==> src/rtl/bitonic_sorter_pipe_if.sv <==
// Stream interface for bitonic_sorter_pipe: an input transaction channel
// (in_val/in_rdy/in_desc/in_data) and a sorted-result channel
// (out_val/out_rdy/out_data). The master side produces inputs and consumes
// results; the slave side is the sorter.
interface bitonic_sorter_pipe_if #(
    parameter int NBITS  = 8,
    parameter int NELEMS = 4
);
    logic                    in_val;
    logic                    in_rdy;
    logic                    in_desc;
    logic [NELEMS*NBITS-1:0] in_data;
    logic                    out_val;
    logic                    out_rdy;
    logic [NELEMS*NBITS-1:0] out_data;

    modport master (
        output in_val, in_desc, in_data, out_rdy,
        input  in_rdy, out_val, out_data
    );

    modport slave (
        input  in_val, in_desc, in_data, out_rdy,
        output in_rdy, out_val, out_data
    );
endinterface

==> src/rtl/bitonic_sorter_pipe.sv <==
// Pipelined bitonic sorting network. Each compare-exchange stage is followed
// by a register holding valid, desc and the element vector; the last stage
// drives the outputs directly.
// Optional build macro: BITONIC_SORTER_SIGNED_EN -- when defined, elements
// compare as two's-complement signed values, otherwise as unsigned.
module bitonic_sorter_pipe #(
    parameter int NBITS  = 8,
    parameter int NELEMS = 4
) (
    input  logic                 clk,
    input  logic                 reset_n,
    bitonic_sorter_pipe_if.slave bus
);
    localparam int LOG_N   = $clog2(NELEMS);
    localparam int NSTAGES = LOG_N * (LOG_N + 1) / 2;

    typedef logic [NELEMS-1:0][NBITS-1:0] vec_t;

    // Block-size exponent p (block k = 2**p) of the merge that stage s belongs to.
    function automatic int stage_p(input int s);
        int idx;
        int res;
        idx = 0;
        res = 1;
        for (int p = 1; p <= LOG_N; p++) begin
            for (int q = p - 1; q >= 0; q--) begin
                if (idx == s) res = p;
                idx++;
            end
        end
        return res;
    endfunction

    // Partner-distance exponent q (distance j = 2**q) used by stage s.
    function automatic int stage_q(input int s);
        int idx;
        int res;
        idx = 0;
        res = 0;
        for (int p = 1; p <= LOG_N; p++) begin
            for (int q = p - 1; q >= 0; q--) begin
                if (idx == s) res = q;
                idx++;
            end
        end
        return res;
    endfunction

    // Strict "a is greater than b" in the configured number format.
    function automatic logic elem_gt(input logic [NBITS-1:0] a, input logic [NBITS-1:0] b);
`ifdef BITONIC_SORTER_SIGNED_EN
        return $signed(a) > $signed(b);
`else
        return a > b;
`endif
    endfunction

    logic val_q  [NSTAGES];
    logic val_d  [NSTAGES];
    logic desc_q [NSTAGES];
    logic desc_d [NSTAGES];
    vec_t data_q [NSTAGES];
    vec_t data_d [NSTAGES];

    logic advance;
    logic src_val;
    logic src_desc;
    vec_t src_data;
    vec_t cx;
    logic asc;
    int   pj;
    int   pk;
    int   prev;

    // Handshake: a transfer happens on a rising edge where val && rdy are both
    // high. The whole pipeline moves as one (advance) whenever the last stage
    // is empty or its result is being taken; in_rdy is advance, so it depends
    // only on out_val/out_rdy and never on in_val. When not advancing every
    // stage, bubbles included, holds its contents.
    always_comb begin
        advance      = !val_q[NSTAGES-1] || bus.out_rdy;
        bus.in_rdy   = advance;
        bus.out_val  = val_q[NSTAGES-1];
        bus.out_data = data_q[NSTAGES-1];
    end

    // Per-stage compare-exchange on the previous register (or the input) and hold.
    always_comb begin
        src_val  = 1'b0;
        src_desc = 1'b0;
        src_data = '0;
        cx       = '0;
        asc      = 1'b0;
        pj       = 1;
        pk       = 2;
        prev     = 0;
        for (int s = 0; s < NSTAGES; s++) begin
            prev = (s > 0) ? s - 1 : 0;
            if (s == 0) begin
                src_val  = bus.in_val;
                src_desc = bus.in_desc;
                src_data = bus.in_data;
            end else begin
                src_val  = val_q[prev];
                src_desc = desc_q[prev];
                src_data = data_q[prev];
            end
            pj = 1 << stage_q(s);
            pk = 1 << stage_p(s);
            cx = src_data;
            for (int i = 0; i < NELEMS; i++) begin
                // Lower index of each pair owns the exchange; its direction
                // comes from the enclosing block, flipped for descending.
                if ((i ^ pj) > i) begin
                    asc = ((i & pk) == 0) ^ src_desc;
                    if (asc ? elem_gt(src_data[i], src_data[i ^ pj])
                            : elem_gt(src_data[i ^ pj], src_data[i])) begin
                        cx[i]      = src_data[i ^ pj];
                        cx[i ^ pj] = src_data[i];
                    end
                end
            end
            val_d[s]  = advance ? src_val  : val_q[s];
            desc_d[s] = advance ? src_desc : desc_q[s];
            data_d[s] = advance ? cx       : data_q[s];
        end
    end

    // Stage registers; reset discards everything in flight.
    always_ff @(posedge clk or negedge reset_n) begin
        if (!reset_n) begin
            for (int s = 0; s < NSTAGES; s++) begin
                val_q[s]  <= 1'b0;
                desc_q[s] <= 1'b0;
                data_q[s] <= '0;
            end
        end else begin
            for (int s = 0; s < NSTAGES; s++) begin
                val_q[s]  <= val_d[s];
                desc_q[s] <= desc_d[s];
                data_q[s] <= data_d[s];
            end
        end
    end
endmodule
==> src/flat_wrapper.sv <==
// flat-port wrapper written by rule: the top's interface ports become plain ports
module bitonic_sorter_pipe_flat 
#(
    parameter int NBITS  = 8,
    parameter int NELEMS = 4
)
  (clk, reset_n, bus_in_val, bus_in_desc, bus_in_data, bus_out_rdy, bus_in_rdy, bus_out_val, bus_out_data);
  bitonic_sorter_pipe_if #(.NBITS(NBITS), .NELEMS(NELEMS)) bus_i ();
  input  logic clk;
  input  logic reset_n;
  input wire logic [$bits(bus_i.in_val)-1:0] bus_in_val;
  input wire logic [$bits(bus_i.in_desc)-1:0] bus_in_desc;
  input wire logic [$bits(bus_i.in_data)-1:0] bus_in_data;
  input wire logic [$bits(bus_i.out_rdy)-1:0] bus_out_rdy;
  output wire logic [$bits(bus_i.in_rdy)-1:0] bus_in_rdy;
  output wire logic [$bits(bus_i.out_val)-1:0] bus_out_val;
  output wire logic [$bits(bus_i.out_data)-1:0] bus_out_data;
  assign bus_i.in_val = bus_in_val;
  assign bus_i.in_desc = bus_in_desc;
  assign bus_i.in_data = bus_in_data;
  assign bus_i.out_rdy = bus_out_rdy;
  assign bus_in_rdy = bus_i.in_rdy;
  assign bus_out_val = bus_i.out_val;
  assign bus_out_data = bus_i.out_data;
  bitonic_sorter_pipe #(.NBITS(NBITS), .NELEMS(NELEMS)) u_core (.clk(clk), .reset_n(reset_n), .bus(bus_i));
endmodule
==> config.mk <==
export PLATFORM = sky130hd
export DESIGN_NAME = bitonic_sorter_pipe_flat
export DESIGN_NICKNAME = d
export VERILOG_FILES = /design/src/rtl/bitonic_sorter_pipe_if.sv /design/src/rtl/bitonic_sorter_pipe.sv /design/src/flat_wrapper.sv
export SDC_FILE = /design/constraint.sdc
export NUM_CORES = 1
export LEC_CHECK = 0
export CAP_MARGIN = 40
export CORE_MARGIN = 5
export CORE_UTILIZATION = 55
export DETAILED_ROUTE_END_ITERATION = 16
export PLACE_DENSITY = 0.88
export REMOVE_ABC_BUFFERS = 1
export SETUP_SLACK_MARGIN = 0.15
export SLEW_MARGIN = 20
export SYNTH_ARGS = -nofsm -noshare
export SYNTH_HDL_FRONTEND = slang
export SYNTH_SLANG_ARGS = --single-unit
==> constraint.sdc <==
create_clock -name clk -period 5.14 [get_ports clk]
set_clock_uncertainty 0.1 [all_clocks]
set_input_delay 1.028 -clock clk [delete_from_list [all_inputs] [get_ports clk]]
set_output_delay 1.028 -clock clk [all_outputs]
set_load 0.01 [all_outputs]
# After elaboration in Yosys (flattened, before gate mapping)

Index checks and enable logic that the tools add are counted.

$lt $le $gt $ge: 12
Mux-type cells: 12
Reductions and logical operators: 2

Operators by type and width:

| kind                          | count |
|---|---|
| 8-bit greater-than comparator | 12 |
| 32-bit two-way mux            | 3 |
| 16-bit two-way mux            | 2 |
| 24-bit two-way mux            | 1 |
| 1-bit two-way mux             | 6 |
| 1-bit logical NOT             | 1 |
| 1-bit logical OR              | 1 |

Bits in registers: 101
Output and inout port bits: 34
Logic and storage cells: 43

# Logic depth before layout (Yosys ltp)

Gate-level depths: netlist of the first run.

Depth in word-level cells: 4
Mapped depth: 8
Mapped depth without buffers: 7

# Least setup slack after synthesis of the first run

OpenSTA, ideal clock, no wires.

Path type: input to register
From: input bus_in_data[23]
To: register u_core.data_q[82] (netlist name)
Library setup time: 0.079 ns
Arrival: 2.551 ns
Slack: 2.409 ns
Cell stages on the path: 8
Cells stage by stage: inv_1 -> ha_1 -> and3_4 -> a221oi_2 -> nor2_1 -> a311oi_1 -> buf_4 -> mux2i_1

Cells in the longest elaborated chain, start to end: 3

RTL lines:

| what                            | RTL line                   | text |
|---|---|---|
| from (decl)                     | flat_wrapper.sv:13         | `input wire logic [$bits(bus_i.in_data)-1:0] bus_in_data;` |
| 8-bit greater-than comparator   | bitonic_sorter_pipe.sv:54  | `return a > b;` |
| 1-bit two-way mux (*)           | bitonic_sorter_pipe.sv:116 | `if (asc ? elem_gt(src_data[i], src_data[i ^ pj])` |
| 32-bit two-way mux (*)          | bitonic_sorter_pipe.sv:116 |  |
| to (signal, indexed assignment) | bitonic_sorter_pipe.sv:141 | `data_q[s] <= data_d[s];` |
| to (decl)                       | bitonic_sorter_pipe.sv:62  | `vec_t data_q [NSTAGES];` |

Every way passes the cells marked *; elsewhere a longest branch is shown, timed or not.
A chain may end at the register's enable or synchronous reset.

# Worst setup path after layout of the first run

From: input bus_out_rdy
To: output bus_in_rdy

Cells in the longest elaborated chain, start to end: 1

RTL lines:

| what             | RTL line                  | text |
|---|---|---|
| from (decl)      | flat_wrapper.sv:14        | `input wire logic [$bits(bus_i.out_rdy)-1:0] bus_out_rdy;` |
| 1-bit logical OR | bitonic_sorter_pipe.sv:81 | `advance = !val_q[NSTAGES-1] \|\| bus.out_rdy;` |
| to (decl)        | flat_wrapper.sv:15        | `output wire logic [$bits(bus_i.in_rdy)-1:0] bus_in_rdy;` |

Every way passes these cells.

==> metrics.cfg, run 1 <==
[cts]
clock-sinks=101
cts_setup_buffers=0
max-clock-path-buffers=2
cts-buffers-inserted=9
ctsHoldBuffers=0
cts.repair.resized=0
clk_latency_ns=0.34
path_clk_slew_ns=0.07
htreeDepth=3
cts-root-buf=clkbuf_16
cts_tree=built

[global_route]
grt_max_degree=245
gr-total-overflow=0
grt_pass1_wl_mm=26.34
antenna_found_initial=0
grt_use_total_pct=21.71
grt_pass1_vias=5503

[power]
peakVddDrop_mv=0.2378
pwr_density_cell_mw_per_mm2=587.4
power_frac_seq_pct=32.6
switchingPower_mw=1.900
p_clk_share_pct=14.9
p_leak_nw=3.598
switching_share_pct=41.94
power_frac_comb_pct=52.5
intPower_mw=2.630

[die]
die_width_um=121.4
core_mm2=0.01211
placementRows=40
io_pins=71
initial_core_util_pct=56.34
dieArea_mm2=0.01474
die_h_um=121.4

[timing]
max_slew.worst_pin.slew_ns=0.9802
slew-limit-headroom_pct=34.65
hold_viol_final=0
rsz0062_at_grt=no
period_needed_ns=3.425
finalCritPeriodShare_pct=66.64
clock.fmax_ghz=0.2920
finalSetupTns_ns=0
slew_viol_final=0
setup_viol=0

[cells_and_area]
layoutNonFillerInstCount=949
nFillCells=968
drive_gt1_share_pct=4.481
mostFrequentLayoutCells=a21oi_1, dfrtp_1, mux2i_1
final_common_cell=a21oi_1
area_growth_pct=13.02
final_net_count=862
final_area_mm2=0.007712
n_antenna_cell=0

[run]
cap_violations=0

[yosys]
syn_inst=762
synth-main-ff-cell=dfrtp_1
synthDistinctLibCells=33
synth_edf_count=0
async_reset_ff_share_pct=100.0
syn_area_mm2=0.006824
ys_warn_count=0
synth_seq_cells=101
syn_area_per_cell_um2=8.955
yosysSeqAreaShare_pct=37.04

[place]
postPlaceCellArea_mm2=0.007403
numPortBuffers=70
place_hpwl_mm=11.32
gp_congestion=0.8325
dp.cells=933

[drt]
drtIter0Drc=390
drc_errors=0
drt-total-wl_mm=15.64
wire_per_inst_um=16.48
num_vias=5590
post_drt_via_cell_ratio=5.890
final_antenna_net_count=0
drt_first_pass_iters=5

[outcome]
status=complete, no violations

[worst_setup_path]
crit_top_cell=clkdlybuf4s50_1
r2r-end=u_core.data_q[34]
critPathLaunch=bus_out_rdy
end_kind=primary output
critical-path-top-delay-family=buffers and inverters
worstPathMaxFanout=2
cp.arrival_ns=2.30
r2r_start=u_core.data_q[65]
startpoint_type=input port
reg2reg_depth=7
crit_path_cell_trace=clkdlybuf4s50_1 > nor2b_4 > inv_1 > clkdlybuf4s50_1
crit_buf_inv=3
cp.depth=4
r2r_slack_ns=2.69
required_ns=4.01
crit_type=in2out
endpoint=bus_in_rdy
slowest_stage=clkdlybuf4s50_1
cp_slowest_stage_delay_ns=0.57

[worst_hold_path]
holdCritPathClass=reg2reg

-- cell type report --
type | count | area (um2) | area share (%)
Multi-Input combinational cell | 535 | 3707 | 48.07
Sequential cell | 101 | 2527 | 32.77
Timing Repair Buffer | 78 | 783.3 | 10.16
Clock buffer | 9 | 225.2 | 2.920
Tap cell | 168 | 210.2 | 2.726
Inverter | 52 | 195.2 | 2.531
Clock inverter | 6 | 63.81 | 0.8274
-- routing by layer --
metal	wire, um	vias to the layer above	global-route usage [%]
met1	7073	2675	29.96
met5	0	-	0
met2	7269	196	34.47
met3	890	28	3.497
li1	-	2691	-
met4	403	0	7.913
-- kinds of logic after synthesis --
| kind of cell | synth area share (%) |
|---|---|
| mux | 14.41 |
| compound gates | 20.39 |
| fa+ha+maj | 8.801 |
| simple gates | 10.30 |
| flops | 37.04 |
| buf+inv | 9.058 |
-- synthesized netlist by cell type, types with 4 or more instances --
cell      count  area share, %
a21o_1        5           0.55
o211a_1       5           0.73
a211o_1       4           0.51
nor2b_1       8           0.73
a21oi_1     210             15
dfrtp_1     101             37
inv_1        52            2.9
buf_4        33            3.6
o211ai_1      7           0.77
buf_1         5           0.28
clkbuf_1     24            1.3
and2_1       48            4.4
nand4_1      11            1.0
o21ai_0       7           0.51
ha_1         48            8.8
a211oi_1      7           0.77
mux2i_1      96             14
buf_2        11           0.81
nor2_1       52            2.9
nand2_1      12           0.66
-- through the flow --
stage | utilization [%] | setup slack (ns) | hold slack [ns] | power (mW)
detailed placement | 61.13 | 1.490 | 0.3500 | 3.828
global placement | 60.88 | 1.316 | 0.3406 | 3.693
floorplan | - | -8.532 | 0.3305 | 3.070
global route | 63.68 | 1.661 | 0.3971 | 4.875
finish | 63.68 | 1.715 | 0.3653 | 4.531
CTS | 63.51 | 1.687 | 0.3660 | 4.523
-- worst min path at each step --
stage,from,end,slack [ns],depth (start not counted)
3_5_place_dp,u_core.src_val,u_core.bus.out_val,0.35,1
4_1_cts,u_core.src_val,u_core.bus.out_val,0.37,1
5_1_grt,u_core.src_val,u_core.bus.out_val,0.40,1
6_report,u_core.src_val,u_core.bus.out_val,0.37,1
2_1_floorplan,u_core.src_val,u_core.bus.out_val,0.33,1
3_3_place_gp,u_core.src_val,u_core.bus.out_val,0.34,1
-- power by group through the flow --
stage          Clock (mW)  Sequential, mW  Combinational [mW]
2_1_floorplan           0            1.42                1.65
6_report            0.674            1.48                2.38
4_1_cts             0.679            1.46                2.38
3_5_place_dp            0            1.47                2.36
3_3_place_gp            0            1.45                2.24
5_1_grt             0.712            1.52                2.64
-- worst reg2reg max path, delay by kind of cell, from the launching register on --
kind | cells | cell delay (ns)
DFF | 1 | 0.45
buffers and inverters | 1 | 0.27
adders and majority gates | 1 | 0.34
and+or+nand+nor | 1 | 0.14
AOI/OAI and AO/OA | 3 | 0.85
muxes | 1 | 0.21
-- state kept, by name (all words and copies together), names as in the netlist --
register / count
u_core.data_q: 64
u_core.bus.out_data: 32
u_core.bus.out_val: 1
u_core.desc_q: 1
u_core.src_desc: 1
u_core.src_val: 1
u_core.val_q: 1
Power figures use the tool's default switching activity.
==> inputs of run 2 (changes only) <==
CORE_UTILIZATION = 52   (was 55)
PLACE_DENSITY = 0.87   (was 0.88)
clock period = 3.15 ns   (was 5.14 ns; I/O delays follow)
==> run 2 against run 1 <==
Against the previous run: clock power is 80% higher; critical path depth is 5 higher; critical endpoint is now u_core.data_q[83]; highest routed layer unchanged; sequential power is 63% higher; sequential share of layout area is 0.23 points lower; hold slack worse by 0.13 ns; worst setup slack worse by 1.3 ns; wire length is 1.7% higher; core utilization is 2.6 points lower.
==> metrics.cfg, run 2 (synthesized netlist as in run 1, its figures left out) <==
[global_route]
grtUsageMet2_pct=34.10  ; was 34.47%
use_met1_pct=26.39  ; was 29.96%
grt_pass1_vias=5663  ; was 5503
grt_max_degree=156  ; was 245
grt_use_total_pct=20.32  ; was 21.71%
antenna_found_initial=0  ; unchanged
grtUsageMet3_pct=3.173  ; was 3.497%
top_usage_layer=met2  ; unchanged
grt_pass1_wl_mm=26.72  ; was 26.34 mm
gr-total-overflow=0  ; unchanged

[timing]
finalCritPeriodShare_pct=85.29
hold_viol_final=0  ; unchanged
fin_ws_ns=0.4632  ; was 1.715 ns
setup_viol=0  ; unchanged
slew_viol_final=0  ; unchanged
period_needed_ns=2.687
hold_ws_ns=0.2378  ; was 0.3653 ns
slew-limit-headroom_pct=49.17  ; was 34.65%
rsz0062_at_grt=no  ; unchanged
max_slew.worst_pin.slew_ns=0.7625  ; was 0.9802 ns
clock.fmax_ghz=0.3722

[drt]
post_drt_via_cell_ratio=5.890  ; about the same
drt-total-wl_mm=15.91  ; was 15.64 mm
wire_per_inst_um=16.66  ; was 16.48 um
drc_errors=0  ; unchanged
drtIter0Drc=403  ; was 390
drt_first_pass_iters=5  ; unchanged
num_vias=5625  ; was 5590
final_antenna_net_count=0  ; unchanged

[worst_hold_path]
holdCritPathClass=in2async  ; was reg2reg

[cells_and_area]
final_common_cell=a21oi_1  ; unchanged
area_growth_pct=13.81  ; was 13.02%
final_area_mm2=0.007766  ; was 0.007712 mm2
post-route-util_pct=61.04  ; was 63.68%
final_net_count=863  ; was 862
drive_gt1_share_pct=4.598  ; was 4.481%
mostFrequentLayoutCells=a21oi_1, dfrtp_1, mux2i_1  ; unchanged
ff_latch_area_mm2=0.002527  ; unchanged
regMostFlops=u_core.data_q  ; unchanged
n_antenna_cell=0  ; unchanged
multi_input_area_mm2=0.003702  ; was 0.003707 mm2
nFillCells=1054  ; was 968
largest_register_ff_count=64  ; unchanged

[power]
totalPowerFinal_mw=7.502  ; was 4.531 mW
pwr_density_cell_mw_per_mm2=966.0  ; was 587.4 mW/mm2
p_clk_share_pct=16.1  ; was 14.9%
switching_share_pct=41.57  ; was 41.94%
p_leak_nw=3.621  ; was 3.598 nW
switchingPower_mw=3.119  ; was 1.900 mW
power_frac_comb_pct=51.9  ; was 52.5%
power_frac_seq_pct=32.1  ; was 32.6%
intPower_mw=4.383  ; was 2.630 mW
peakVddDrop_mv=0.4132  ; was 0.2378 mV

[cts]
cts-root-buf=clkbuf_16  ; unchanged
cts_setup_buffers=0  ; unchanged
path_clk_slew_ns=0.07  ; about the same
cts_tree=built  ; unchanged
cts.repair.resized=0  ; unchanged
max-clock-path-buffers=2  ; unchanged
cts-buffers-inserted=9  ; unchanged
clock-sinks=101  ; unchanged
clk_latency_ns=0.35  ; was 0.34 ns
htreeDepth=3  ; unchanged
ctsHoldBuffers=0  ; unchanged

[worst_setup_path]
critPathLaunch=bus_in_data[23]  ; was bus_out_rdy
crit_path_cell_trace=clkdlybuf4s50_1 > inv_1 > ha_1 > and3_4 > a221oi_2 > nor2_1 > a311oi_2 > buf_4 > mux2i_1  ; was clkdlybuf4s50_1 > nor2b_4 > inv_1 > clkdlybuf4s50_1
critical-path-top-delay-family=buffers and inverters  ; unchanged
worstPathMaxFanout=9  ; was 2
cp.arrival_ns=2.84  ; was 2.30 ns
end_kind=flop  ; was primary output
startpoint_type=input port  ; unchanged
cp_slowest_stage_delay_ns=0.46  ; was 0.57 ns
required_ns=3.30  ; was 4.01 ns
r2r_start=u_core.data_q[57]  ; was u_core.data_q[65]
crit_buf_inv=3  ; unchanged
slowest_stage=clkdlybuf4s50_1  ; unchanged
crit_type=in2reg  ; was in2out

[place]
gp_congestion=0.8589  ; was 0.8325
dp_slack_ns=0.1270  ; was 1.490 ns
postPlaceCellArea_mm2=0.007443  ; was 0.007403 mm2
place_hpwl_mm=11.65  ; was 11.32 mm
numPortBuffers=70  ; unchanged

[die]
io_pins=71  ; unchanged
placementRows=41  ; was 40
dieArea_mm2=0.01551  ; was 0.01474 mm2
die_width_um=124.6  ; was 121.4 um
core_mm2=0.01272  ; was 0.01211 mm2
initial_core_util_pct=53.64  ; was 56.34%
die_h_um=124.6  ; was 121.4 um

[outcome]
status=complete, no violations  ; unchanged

[run]
cap_violations=0  ; unchanged

==> run 2: cell count changes in the layout (fill, tap and decap cells not counted) <==
cell,previous run,this run
a211oi_1,4,5
a211oi_2,3,2
buf_12,2,3
bufinv_16,1,2
clkinv_2,2,1
inv_6,1,2
==> run 2: area by class of cell <==
cell class                      instances  share of cell area (%)
Timing Repair Buffer                   79                   10.34
Sequential cell                       101                   32.54
Clock inverter                          7                   1.257
Inverter                               52                   2.513
Multi-Input combinational cell        535                   47.67
Clock buffer                            9                   2.900
Tap cell                              172                   2.771
==> run 2: worst reg2reg max path, delay by kind of cell, from the launching register on <==
family	cells	cell delay, ns
and+or+nand+nor	1	0.15
muxes	1	0.24
adders and majority gates	1	0.31
DFF	1	0.41
AOI/OAI and AO/OA	3	0.92
buffers and inverters	1	0.11
==> run 2: power by group through the flow <==
stage / Clock, mW / Combinational, mW / Sequential [mW]
floorplan: 0 / 2.69 / 2.32
global placement: 0 / 3.69 / 2.38
detailed placement: 0 / 3.85 / 2.41
CTS: 1.21 / 3.90 / 2.39
global route: 1.26 / 4.33 / 2.47
finish: 1.21 / 3.89 / 2.41
==> run 2: worst paths after layout <==
check | endpoint | slack [ns] | cells after the start
min | u_core.bus.out_data[0] | 0.24 | 1
min in group clk | u_core.bus.out_val | 0.36 | 1
max | u_core.data_q[83] | 0.46 | 9
max reg2reg | u_core.bus.out_data[17] | 0.83 | 7
min reg2reg | u_core.bus.out_val | 0.36 | 1
max in group asynchronous | u_core.data_q[38] | 2.03 | 2
==> run 2: stage by stage <==
step                 TNS, ns  std cells
floorplan           -1019.99        688
CTS                        0        955
finish                     0        955
detailed placement         0        939
global route               0        955
global placement           0        939
==> run 2: routing by layer <==
layer / up-vias / wire [um]
li1: 2701 / -
met1: 2673 / 6895
met2: 207 / 7684
met3: 44 / 892
met4: 0 / 435
met5: - / 0
